==> config.mk <==
export PLATFORM = sky130hd
export DESIGN_NAME = sram_arbiter
export DESIGN_NICKNAME = d
export VERILOG_FILES = /design/src/rtl/sram_arbiter.sv
export SDC_FILE = /design/constraint.sdc
export NUM_CORES = 1
export LEC_CHECK = 0
export ABC_CLOCK_PERIOD_IN_PS = 3700
export BUFFER_PORTS_ARGS = -buffer_cell sky130_fd_sc_hd__buf_2
export CORE_ASPECT_RATIO = 0.9
export CORE_MARGIN = 2
export CORE_UTILIZATION = 39
export DETAILED_ROUTE_END_ITERATION = 8
export PLACE_DENSITY = 0.94
export SLEW_MARGIN = 20
export SYNTH_ARGS = -nofsm -noshare
export SYNTH_HDL_FRONTEND = slang
export SYNTH_SLANG_ARGS = --single-unit
export TNS_END_PERCENT = 1
==> constraint.sdc <==
create_clock -name clk -period 3.7 [get_ports clk]
set_input_delay 0.185 -clock clk [delete_from_list [all_inputs] [get_ports clk]]
set_output_delay 0.185 -clock clk [all_outputs]
set_load 0.005 [all_outputs]
==> src/rtl/sram_arbiter.sv <==
// Two-port arbiter in front of one single-port block SRAM with a 1-cycle read latency.
// Port 0 (pixel fetcher) has fixed priority. Port 1 (game logic) may read or write.
// A starvation guard forces a port-1 grant after MAX_WAIT consecutive denied cycles.
module sram_arbiter #(
  parameter int DATA_WIDTH = 8,
  parameter int ADDR_WIDTH = 16,
  parameter int MAX_WAIT   = 8   // legal range 1..255
) (
  input  logic                  clk,
  input  logic                  reset_n,
  // port 0: read-only, high priority
  input  logic                  p0_valid,
  input  logic [ADDR_WIDTH-1:0] p0_addr,
  output logic                  p0_ready,
  output logic                  p0_rvalid,
  output logic [DATA_WIDTH-1:0] p0_rdata,
  // port 1: read/write, low priority with starvation guard
  input  logic                  p1_valid,
  input  logic                  p1_we,
  input  logic [ADDR_WIDTH-1:0] p1_addr,
  input  logic [DATA_WIDTH-1:0] p1_wdata,
  output logic                  p1_ready,
  output logic                  p1_rvalid,
  output logic [DATA_WIDTH-1:0] p1_rdata,
  // SRAM side
  output logic                  sram_en,
  output logic                  sram_we,
  output logic [ADDR_WIDTH-1:0] sram_addr,
  output logic [DATA_WIDTH-1:0] sram_wdata,
  input  logic [DATA_WIDTH-1:0] sram_rdata
);

  localparam logic [7:0] WaitMax = 8'(MAX_WAIT);

  logic       g0;
  logic       g1;
  logic [7:0] wait_q, wait_d;
  logic       force_q, force_d;
  logic       p0_rvalid_q;
  logic       p1_rvalid_q;

  // Same-cycle grant. Grants are qualified by reset_n so the SRAM enable and
  // both ready strobes drop the moment reset asserts, not at the next edge.
  always_comb begin
    g1 = reset_n & p1_valid & (force_q | ~p0_valid);
    g0 = reset_n & p0_valid & ~g1;
  end

  assign p0_ready   = g0;
  assign p1_ready   = g1;

  assign sram_en    = g0 | g1;
  assign sram_we    = g1 & p1_we;
  assign sram_addr  = g1 ? p1_addr : p0_addr;
  assign sram_wdata = p1_wdata;

  // Starvation guard next state: count denied port-1 cycles, force a grant at the limit.
  always_comb begin
    // NOTE: every variable gets a default first so no path leaves it unassigned (no latch).
    wait_d  = wait_q;
    force_d = force_q;
    if (g1 || !p1_valid) begin
      wait_d = '0;
    end else if (wait_q != WaitMax) begin
      wait_d = wait_q + 8'd1;
    end
    // force is raised on the same edge the counter reaches the limit, so the
    // grant lands after exactly MAX_WAIT denied cycles.
    if (g1) begin
      force_d = 1'b0;
    end else if (wait_d == WaitMax) begin
      force_d = 1'b1;
    end
  end

  // Guard state register.
  always_ff @(posedge clk or negedge reset_n) begin
    // NOTE: sequential state uses non-blocking assignments so every register samples pre-edge values.
    if (!reset_n) begin
      wait_q  <= '0;
      force_q <= 1'b0;
    end else begin
      wait_q  <= wait_d;
      force_q <= force_d;
    end
  end

  // Read-valid strobes, aligned with the SRAM's registered read data.
  always_ff @(posedge clk or negedge reset_n) begin
    if (!reset_n) begin
      p0_rvalid_q <= 1'b0;
      p1_rvalid_q <= 1'b0;
    end else begin
      p0_rvalid_q <= g0;
      p1_rvalid_q <= g1 & ~p1_we;
    end
  end

  assign p0_rvalid = p0_rvalid_q;
  assign p1_rvalid = p1_rvalid_q;

  // Read data is a passthrough, forced to zero only while reset is held.
  assign p0_rdata = reset_n ? sram_rdata : '0;
  assign p1_rdata = reset_n ? sram_rdata : '0;

endmodule

==> metrics.md, run 1 <==
| Metric | Value |
|---|---|
| Peak supply drop | approximately 0.17 mV |
| Area Growth Syn to Fin | 31.6% |
| Number of flops mapped to enable cells by yosys | 0 |
| Final worst path period need | 2560 ps |
| CTS Buf Count | 3 |
| Postcts setup bufs | 0 |
| Full die area | 3100 sq um |
| Largest net degree at the start of global routing | 25 |
| Fmax | 0.390 GHz |
| PnR worst setup slack | 1140 ps |
| CP max-delay cell | nand3_1 |
| Crit path max fanout | 24 |
| CP Class | input port to output pin |
| Mapped Avg Cell Area | 7.19 sq um |
| TNS Setup | 0 ps |
| Gr ovfl total | 0 |
| Pre-CTS WS | 1630 ps |
| DP Area | 1340 sq um |
| Startpoint types | input port |
| # rows | 17 |
| Clock sinks | 11 |
| Remaining antenna violation count | 0 |
| Die Span X | 58.5 um |
| Total Routing Usage GR | around 17% |
| N_diodes | 0 |
| Clock slew at reported path FFs | around 70 ps |
| Cell Chain, Critical Path | dlygate4sd3_1 -> buf_2 -> nand3_1 -> inv_2 -> nand2_1 -> nand2_1 -> buf_2 |
| Fin. Hold Viols | 0 |
| Share of layout cells above drive strength 1 | roughly 44% |
| Final Setup Violations | 0 |
| Crit path required time | 3510 ps |
| Mapped Cells | 145 |
| Placed Instances | 232 |
| Relative slew slack | a little over half |
| Crit end category | output pin |
| H-tree depth | 1 |
| Reg2reg setup slack | 2060 ps |
| Die Y | roughly 53 um |
| Drt total wl | between 2 and 3 mm |
| Top post-synthesis cells by area | dfrtp_1 26%, nand2_1 18%, buf_4 12% |
| Leading area contributor after synthesis | dfrtp_1 |
| First-pass GRT wire length | between 4 and 5 mm |
| CTS tree | yes |
| YS warnings | 0 |
| Resized cells post-CTS | 0 |
| Mapped Area | 1040 sq um |
| Asr flop ratio synth | 100% |
| Max_cap viols | 0 |
| Core Util, Final | 55.1% |
| Static Leak | approximately 0.00084 uW |
| Clock root buffer | clkbuf_4 |
| Routed len/inst | approximately 11 um |
| Cell Count, Final, Fillers Out | 237 |
| Synth top area share | 26.4% |
| Type of the worst min-delay path | input port to flip-flop |
| Hold-fix buffers, CTS | 1 |
| Vias in the first global route | 958 |
| GPL Wtd Cong | 0.829 |
| Syn Nets | 200 |
| Final worst-path cycle share | 69.2% |
| Finished Cell Area | 1370 sq um |
| DR pass1 iterations | 4 |
| Status | completed |
| Final Max Tran Viols | 0 |
| PwrDens | 225 nW/um^2 |
| Seq cells post-synth | 11 |
| Port Buffers | 82 |
| Clk_lat worst skew | ~270 ps |
| Antenna violations before repair | 0 |
| Max incr delay on CP | 590 ps |
| Initial Util | 41.9% |
| IO Count | 99 |
| Clk_skew | ~1.3 ps |
| Post-synthesis sequential area ratio | 26.4% |
| Synth unique cells | 32 |
| Most frequent cell after synthesis | nand2_1 |
| CTS max path bufs | 2 |
| Final-stage net count | 265 |
| DPL Wire Length | 2.12 mm |
| Unrepaired setup endpoints after global routing | no |
| 1st-iter DRT viols | 40 |
| DRC Markers | 0 |
| Synth cell count leaders | 51 x nand2_1, 16 x buf_4, 11 x dfrtp_1 |
| Arr. time, crit path | roughly 2400 ps |
| Vias | 1120 |
| Vias/cell | 4.73 |
| Slew @ Worst Pin | between 600 and 700 ps |
| Top_reg_cell synth | dfrtp_1 |
| # fillers | 236 |
| Core area | about 2500 sq um |
-- critical path, delay by kind of cell --
| kind | cells | cell delay [ps] |
|---|---|---|
| simple gates | 3 | 760 |
| buf+inv | 4 | 1430 |
-- flip-flops by register name, indices dropped and copies added (netlist names) --
name / cells
p1_rvalid: 1
wait_q: 8
p0_rvalid: 1
force_q: 1
-- layout make-up --
cell class | count | area [sq um] | area share, %
Clock buffer | 4 | 26.3 | 1.92
Multi-Input combinational cell | 107 | 599 | 43.7
Tap cell | 28 | 35.0 | 2.55
Inverter | 4 | 15.0 | 1.09
Sequential cell | 11 | 275 | 20.1
Timing Repair Buffer | 83 | 420 | 30.7
-- cell usage in the layout, fill, tap and decap left out, types with 2 or more instances in the layout --
cell type	netlist	routed
nand2b_1	2	2
xnor2_1	2	2
nor2_1	10	10
and2_1	9	9
nand3_1	4	4
nand2_1	51	51
dfrtp_1	11	11
inv_1	3	3
buf_2	5	82
ha_1	2	2
xor2_1	5	5
nor2b_1	2	2
and4_4	2	2
nand4_1	2	2
clkbuf_4	0	3
and3_1	2	2
-- stage by stage --
stage / total power [uW] / hold slack, ps
2_1_floorplan: 187 / -111
3_3_place_gp: 228 / 121
3_5_place_dp: 228 / 129
4_1_cts: 315 / 75.9
5_1_grt: 335 / 65.0
6_report: 308 / 79.0
-- power breakdown --
| part | switching, uW | internal [uW] |
|---|---|---|
| logic | 45.2 | 51.7 |
| clock network | 40.8 | 41.8 |
| registers | 5.85 | 123 |
-- kinds of logic after synthesis --
| family | count (synthesis) | share of synthesized area [%] |
|---|---|---|
| mux | 1 | 0.960 |
| buf+inv | 27 | 16.1 |
| compound gates | 10 | 8.77 |
| simple gates | 87 | 39.5 |
| xor+xnor | 7 | 5.88 |
| flops | 11 | 26.4 |
| fa+ha+maj | 2 | 2.40 |
-- metal layers --
metal	routed length, um	up-vias	global-route usage [%]
li1	-	577	-
met1	1060	496	18.8
met2	1290	45	31.5
met3	223	2	5.38
met4	10	0	3.10
met5	0	-	0
-- path summary, 6_finish.rpt --
path	start	endpoint	depth (start not counted)
min	p1_we	p1_rvalid	2
max	reset_n	sram_addr[13]	7
max reg2reg	wait_q[1]	force_q	6
min reg2reg	force_q	force_q	3
min in group asynchronous	reset_n	force_q	2
max in group asynchronous	reset_n	p1_rvalid	2
Power figures use the tool's default switching activity.
==> run 2, diff against run 1 <==
Settings changed: ABC_AREA set to 1, ABC_CLOCK_PERIOD_IN_PS 3700 to 2500, CORE_UTILIZATION 39 to 37, PLACE_DENSITY 0.94 to 0.9.
Clock period 3.7 ns to 2.5 ns, I/O delays scaled along.
==> run 2 against run 1 <==
Area after synthesis up 0.12%. Die area up 5.1%. Clock power up 39%. Worst setup slack worse by 590 ps. Critical endpoint is now sram_addr[9]. Hold slack worse by 57 ps. Sequential share of layout area down 0.36 points. Register-to-register slack worse by 1100 ps. Highest routed layer unchanged. Synthesized cell count up 19%.
==> metrics.md, run 2 <==
| Metric | Value |
|---|---|
| FF-to-FF path depth | 8 (+2) |
| Initial Util | 38.3% (-3.6 points) |
| Finished Cell Area | 1400 sq um (+1.8%) |
| Postcts setup bufs | 0 (unchanged) |
| Crit end category | output pin |
| Type of the worst min-delay path | input port to flip-flop |
| Fin. Hold Viols | 0 (unchanged) |
| Leading area contributor after synthesis | nand2_1 |
| DP Area | 1360 sq um (+1.9%) |
| Drt total wl | 2.62 mm (+1.4%) |
| Core Util, Final | 51.2% (-3.9 points) |
| Status | completed |
| GPL Wtd Cong | 0.904 (+9.0%) |
| Syn Nets | 228 (+14%) |
| Clock root buffer | clkbuf_4 |
| CTS Buf Count | 3 (unchanged) |
| DPL Wire Length | 2.29 mm (+8.0%) |
| DRC Markers | 0 (unchanged) |
| N_diodes | 0 (unchanged) |
| Most frequent cells in the layout | 82 x buf_2, 75 x nand2_1, 25 x inv_1 |
| Peak supply drop | 0.177 mV (+5.9%) |
| Most common cell after layout, fill and taps aside | buf_2 |
| Resized cells post-CTS | 0 (unchanged) |
| 1st-iter DRT viols | 20 (-50%) |
| Startpoint types | input port |
| Most frequent cell after synthesis | nand2_1 |
| Cell Chain, Critical Path | dlygate4sd3_1 -> buf_2 -> nand2_2 -> a21oi_4 -> inv_2 -> nand2_1 -> nand2_1 -> buf_2 |
| Die Span X | 60.0 um (+2.5%) |
| Top post-synthesis cells by area | nand2_1 27%, dfrtp_1 26%, buf_4 13% |
| Gr ovfl total | 0 (unchanged) |
| Vias | 1207 (+7.8%) |
| Final worst path period need | 1960 ps |
| Mapped Avg Cell Area | 6.03 sq um (-16%) |
| Final Setup Violations | 0 (unchanged) |
| YS warnings | 0 (unchanged) |
| Antenna violations before repair | 0 (unchanged) |
| Clock slew at reported path FFs | 60 ps (about the same) |
| Synth unique cells | 21 (-34%) |
| IO Count | 99 (unchanged) |
| Mapped Area | 1040 sq um (+0.12%) |
| Relative slew slack | 62.8% (+8.9 points) |
| Number of flops mapped to enable cells by yosys | 0 (unchanged) |
| TNS Setup | 0 ps (unchanged) |
| Clk_lat worst skew | 260 ps (about the same) |
| Seq cells post-synth | 11 (unchanged) |
| CTS tree | yes |
| Clk_skew | 1.43 ps (+0.183 ps) |
| Crit path max fanout | 21 (-13%) |
| First-pass GRT wire length | 3.88 mm (-3.4%) |
| Clock sinks | 11 (unchanged) |
| Arr. time, crit path | 1830 ps (-550 ps) |
| Most flop-heavy register | wait_q |
| Die Y | 54.4 um (+2.5%) |
| Fmax | 0.512 GHz |
| Area Growth Syn to Fin | 33.8% |
| Core area | 2730 sq um (+9.5%) |
| CP max-delay cell | dlygate4sd3_1 |
| Crit path required time | 2380 ps (-1130 ps) |
| Static Leak | 0.000919 uW (+9.5%) |
| Asr flop ratio synth | 100% (unchanged) |
| Vias/cell | 4.30 (-9.1%) |
| PwrDens | 324 nW/um^2 (+44%) |
| Share of layout cells above drive strength 1 | 38.6% (-5.9 points) |
| # rows | 18 (+1) |
| Full die area | 3260 sq um (+5.1%) |
| Hold path cells | 2 (unchanged) |
| Synth cell count leaders | 75 x nand2_1, 25 x inv_1, 18 x buf_4 |
| CP Class | input port to output pin |
| Hold-fix buffers, CTS | 1 (unchanged) |
| Slew @ Worst Pin | 557 ps (-133 ps) |
| CTS max path bufs | 2 (unchanged) |
| Final Max Tran Viols | 0 (unchanged) |
| Vias in the first global route | 989 (+3.2%) |
| Post-synthesis sequential area ratio | 26.4% (-0.032 points) |
| Top_reg_cell synth | dfrtp_1 |
| Mapped Cells | 173 (+19%) |
| Unrepaired setup endpoints after global routing | no |
| Port Buffers | 82 (unchanged) |
| Final worst-path cycle share | 78.2% |
| Routed len/inst | 9.33 um (-15%) |
| H-tree depth | 1 (unchanged) |
| Max_cap viols | 0 (unchanged) |
| Total Routing Usage GR | 15.6% (-1.3 points) |
| Final-stage net count | 297 (+12%) |
| Synth top area share | 27.0% (+0.57 points) |
| Largest net degree at the start of global routing | 22 (-12%) |
| Max incr delay on CP | 520 ps (-70 ps) |
| DR pass1 iterations | 4 (unchanged) |
| Max reg flops | 8 (unchanged) |
| Remaining antenna violation count | 0 (unchanged) |
| # fillers | 263 (+11%) |
-- run 2: worst paths after layout --
kind	from	end	slack (ps)
setup / recovery	reset_n	sram_addr[9]	540
max in group asynchronous	reset_n	wait_q[6]	1940
setup reg to reg	wait_q[0]	force_q	940
hold / removal	p1_we	p1_rvalid	20
min in group asynchronous	reset_n	wait_q[3]	380
hold reg to reg	force_q	force_q	570
-- run 2: metrics by stage --
step,hold WS [ps],total power (uW),cells,setup slack [ps]
floorplan,-171,278,173,1150
global placement,134,338,276,969
detailed placement,129,341,276,962
CTS,18.4,456,281,526
global route,31.9,484,281,375
finish,22.4,452,281,545
-- run 2: kinds of logic (layout without fill, tap and decap cells) --
group	count (synthesis)	in the layout	synth area share [%]
AND/OR/NAND/NOR	102	102	39.4
buffers and inverters	47	115	24.2
AO/OA/AOI/OAI	11	11	7.55
flip-flops	11	11	26.4
adder cells (fa/ha/maj)	2	2	2.40
-- run 2: per-layer routing --
metal  share of wire [%]  up-vias  track usage [%]
met1                  40      508             18.1
met5                   0        -                0
met4                 2.4        0             8.15
met2                  50       57             27.9
met3                 6.9        8             2.13
li1                    -      634                -
-- run 2: critical path: cells and delay by family --
kind	cells	cell delay, ps
compound gates	1	450
buf+inv	4	1020
simple gates	3	230
-- run 2: where the power goes --
group / switching [uW] / total (uW) / internal, uW / leakage, uW
Clock: 53.8 / 115 / 61.7 / 0.0000150
Combinational: 74.9 / 149 / 74.1 / 0.000754
Sequential: 4.48 / 188 / 183 / 0.000151
Total: 133 / 452 / 319 / 0.000919
-- run 2: cell type report --
cell class                 count  area, sq um  share of cell area [%]
clock buffer                   4         26.3                    1.88
inverter                      27          101                    7.26
multi-input combinational    115          515                    36.9
sequential                    11          275                    19.7
tap                           40         50.0                    3.58
timing repair buffer          84          428                    30.6
==> run 3, diff against run 2 <==
Settings changed: ABC_AREA 1 to 0, ABC_CLOCK_PERIOD_IN_PS 2500 to 1700, CORE_UTILIZATION 37 to 33, PLACE_DENSITY 0.9 to 0.86.
Clock period 2.5 ns to 1.7 ns, I/O delays scaled along.
==> run 3 against run 2 <==
Combinational power grew 57%. Non-clock buffer count grew 4. Critical path type is now flip-flop to output pin. Final cell count shrank 8.9%. Die area grew 11%. Global-route usage shrank 0.30 points.
==> metrics.md, run 3 (synthesized netlist as in run 1, its figures left out) <==
| Metric | Value |
|---|---|
| Drt total wl | 2.77 mm (+5.7%) |
| Vias | 1138 (-5.7%) |
| Largest net degree at the start of global routing | 19 (-14%) |
| Final Setup Violations | 0 (unchanged) |
| Relative slew slack | 80.7% (+18 points) |
| CTS tree | yes |
| Total Routing Usage GR | 15.3% (-0.30 points) |
| Remaining antenna violation count | 0 (unchanged) |
| Reg2reg setup slack | 170 ps (-770 ps) |
| Fin. Hold Viols | 0 (unchanged) |
| Clock sinks | 11 (unchanged) |
| Crit path required time | 1620 ps (-760 ps) |
| Clk_lat worst skew | 270 ps (about the same) |
| Final worst-path cycle share | 90.0% |
| 1st-iter DRT viols | 34 (+70%) |
| Type of the worst min-delay path | input port to flip-flop |
| Cell Chain, Critical Path | nand2b_1 -> nand3_2 -> clkinv_4 -> and2_1 -> buf_2 |
| Worst setup path end | sram_we |
| DR pass1 iterations | 3 (-1) |
| Max reg flops | 8 (unchanged) |
| CTS max path bufs | 2 (unchanged) |
| Static Leak | 0.000865 uW (-5.9%) |
| Final-stage net count | 270 (-9.1%) |
| Clock slew at reported path FFs | 70 ps (about the same) |
| H-tree depth | 1 (unchanged) |
| # fillers | 314 (+19%) |
| CP max-delay cell | dfrtp_1 |
| GPL Wtd Cong | 0.873 (-3.4%) |
| Antenna violations before repair | 0 (unchanged) |
| Max incr delay on CP | 380 ps (-140 ps) |
| DRC Markers | 0 (unchanged) |
| TNS Setup | 0 ps (unchanged) |
| Cell Count, Final, Fillers Out | 256 (-8.9%) |
| Peak supply drop | 0.248 mV (+40%) |
| Vias/cell | 4.45 (+3.5%) |
| Slew @ Worst Pin | 290 ps (-267 ps) |
| Unrepaired setup endpoints after global routing | no |
| Startpoint types | flip-flop |
| Crit path max fanout | 18 (-14%) |
| Routed len/inst | 10.8 um (+16%) |
| Critical R2R Capture | force_q |
| PwrDens | 478 nW/um^2 (+48%) |
| Fmax | 0.653 GHz |
| CTS Buf Count | 3 (unchanged) |
| DPL Wire Length | 2.12 mm (-7.2%) |
| Clk_skew | 4.20 ps (+2.77 ps) |
| FF-to-FF path depth | 6 (-2) |
| Clock root buffer | clkbuf_4 |
| Die Y | 57.3 um (+5.4%) |
| Share of layout cells above drive strength 1 | 45.8% (+7.2 points) |
| Full die area | 3620 sq um (+11%) |
| Max_cap viols | 0 (unchanged) |
| Arr. time, crit path | 1450 ps (-380 ps) |
| Port Buffers | 82 (unchanged) |
| Postcts setup bufs | 0 (unchanged) |
| Crit end category | output pin |
| CP Class | flip-flop to output pin |
| IO Count | 99 (unchanged) |
| Reg2reg start | wait_q[1] |
| Area Growth Syn to Fin | 38.4% |
| Gr ovfl total | 0 (unchanged) |
| Critical Path Start | force_q |
| # rows | 19 (+1) |
| Vias in the first global route | 1036 (+4.8%) |
| Final Max Tran Viols | 0 (unchanged) |
| Initial Util | 34.3% (-4.0 points) |
| N_diodes | 0 (unchanged) |
| Most frequent cells in the layout | 82 x buf_2, 51 x nand2_1, 11 x dfrtp_1 |
| Status | completed |
| Final worst path period need | 1530 ps |
| Die Span X | 63.2 um (+5.4%) |
| Placed Instances | 250 (-9.4%) |
| Most flop-heavy register | wait_q |
| Core area | 3040 sq um (+12%) |
| First-pass GRT wire length | 4.42 mm (+14%) |
| Most common cell after layout, fill and taps aside | buf_2 |
## run 3: changes by cell type in the layout (fill, tap and decap cells not counted), sizes merged, moves of 3 or more
| cell | before | now |
|---|---|---|
| and2 | 0 | 9 |
| a21oi | 5 | 0 |
| nand2 | 76 | 52 |
| nor2 | 16 | 10 |
| xor2 | 0 | 5 |
| inv | 26 | 3 |
| o21ai | 4 | 0 |
| buf | 83 | 86 |
| nand3 | 8 | 4 |
## run 3: metal layers
| metal | share of wire (%) | GRT usage, % | vias up |
|---|---|---|---|
| li1 | - | - | 588 |
| met1 | 41 | 15.7 | 502 |
| met2 | 50 | 29.5 | 46 |
| met3 | 9.1 | 5.52 | 2 |
| met4 | 0.32 | 4.04 | 0 |
| met5 | 0 | 0 | - |
## run 3: critical path: cells and delay by family (launching register included)
kind | cells | cell delay, ps
simple gates | 3 | 530
flops | 1 | 380
buf+inv | 2 | 260
## run 3: final cells by class
type                       count  area, sq um  share of cell area, %
clock buffer                   4         26.3                   1.82
inverter                       4         20.0                   1.39
multi-input combinational    107          604                   41.9
sequential                    11          275                   19.1
tap                           42         52.6                   3.64
timing repair buffer          88          464                   32.2
## run 3: worst min-delay path by stage
| stage | startpoint | endpoint | slack (ps) | depth (start not counted) |
|---|---|---|---|---|
| after floorplan | reset_n | force_q | -210 | 0 |
| after global placement | reset_n | p0_rvalid | -70 | 1 |
| after detailed placement | reset_n | p0_rvalid | -70 | 1 |
| after CTS | p0_valid | p0_rvalid | 120 | 2 |
| after global routing | p0_valid | p0_rvalid | 130 | 2 |
| final | p0_valid | p0_rvalid | 120 | 2 |
## run 3: power by group
part           switching, uW  internal [uW]  leakage [uW]
Clock                   92.8           91.0     0.0000150
Combinational            111            123      0.000699
Sequential              4.54            268      0.000151
Total                    208            482      0.000865
## run 3: timing repair
action                                  CTS  global route
resized for setup                         0             4
endpoints found under the hold margin    12             0
endpoints found under the setup margin    0            16
hold buffers                              2             0
## run 3: per-stage QoR
step / setup slack, ps / hold slack (ps) / total power [uW] / instance area, sq um / util, %
after detailed placement: 190 / -71.1 / 507 / 1380 / 45.4
after global placement: 235 / -71.3 / 503 / 1380 / 45.4
after floorplan: 155 / -211 / 407 / 1040 / -
after CTS: 65.8 / 117 / 694 / 1430 / 47.0
after global routing: 57.6 / 129 / 732 / 1440 / 47.4
final: 170 / 118 / 690 / 1440 / 47.4
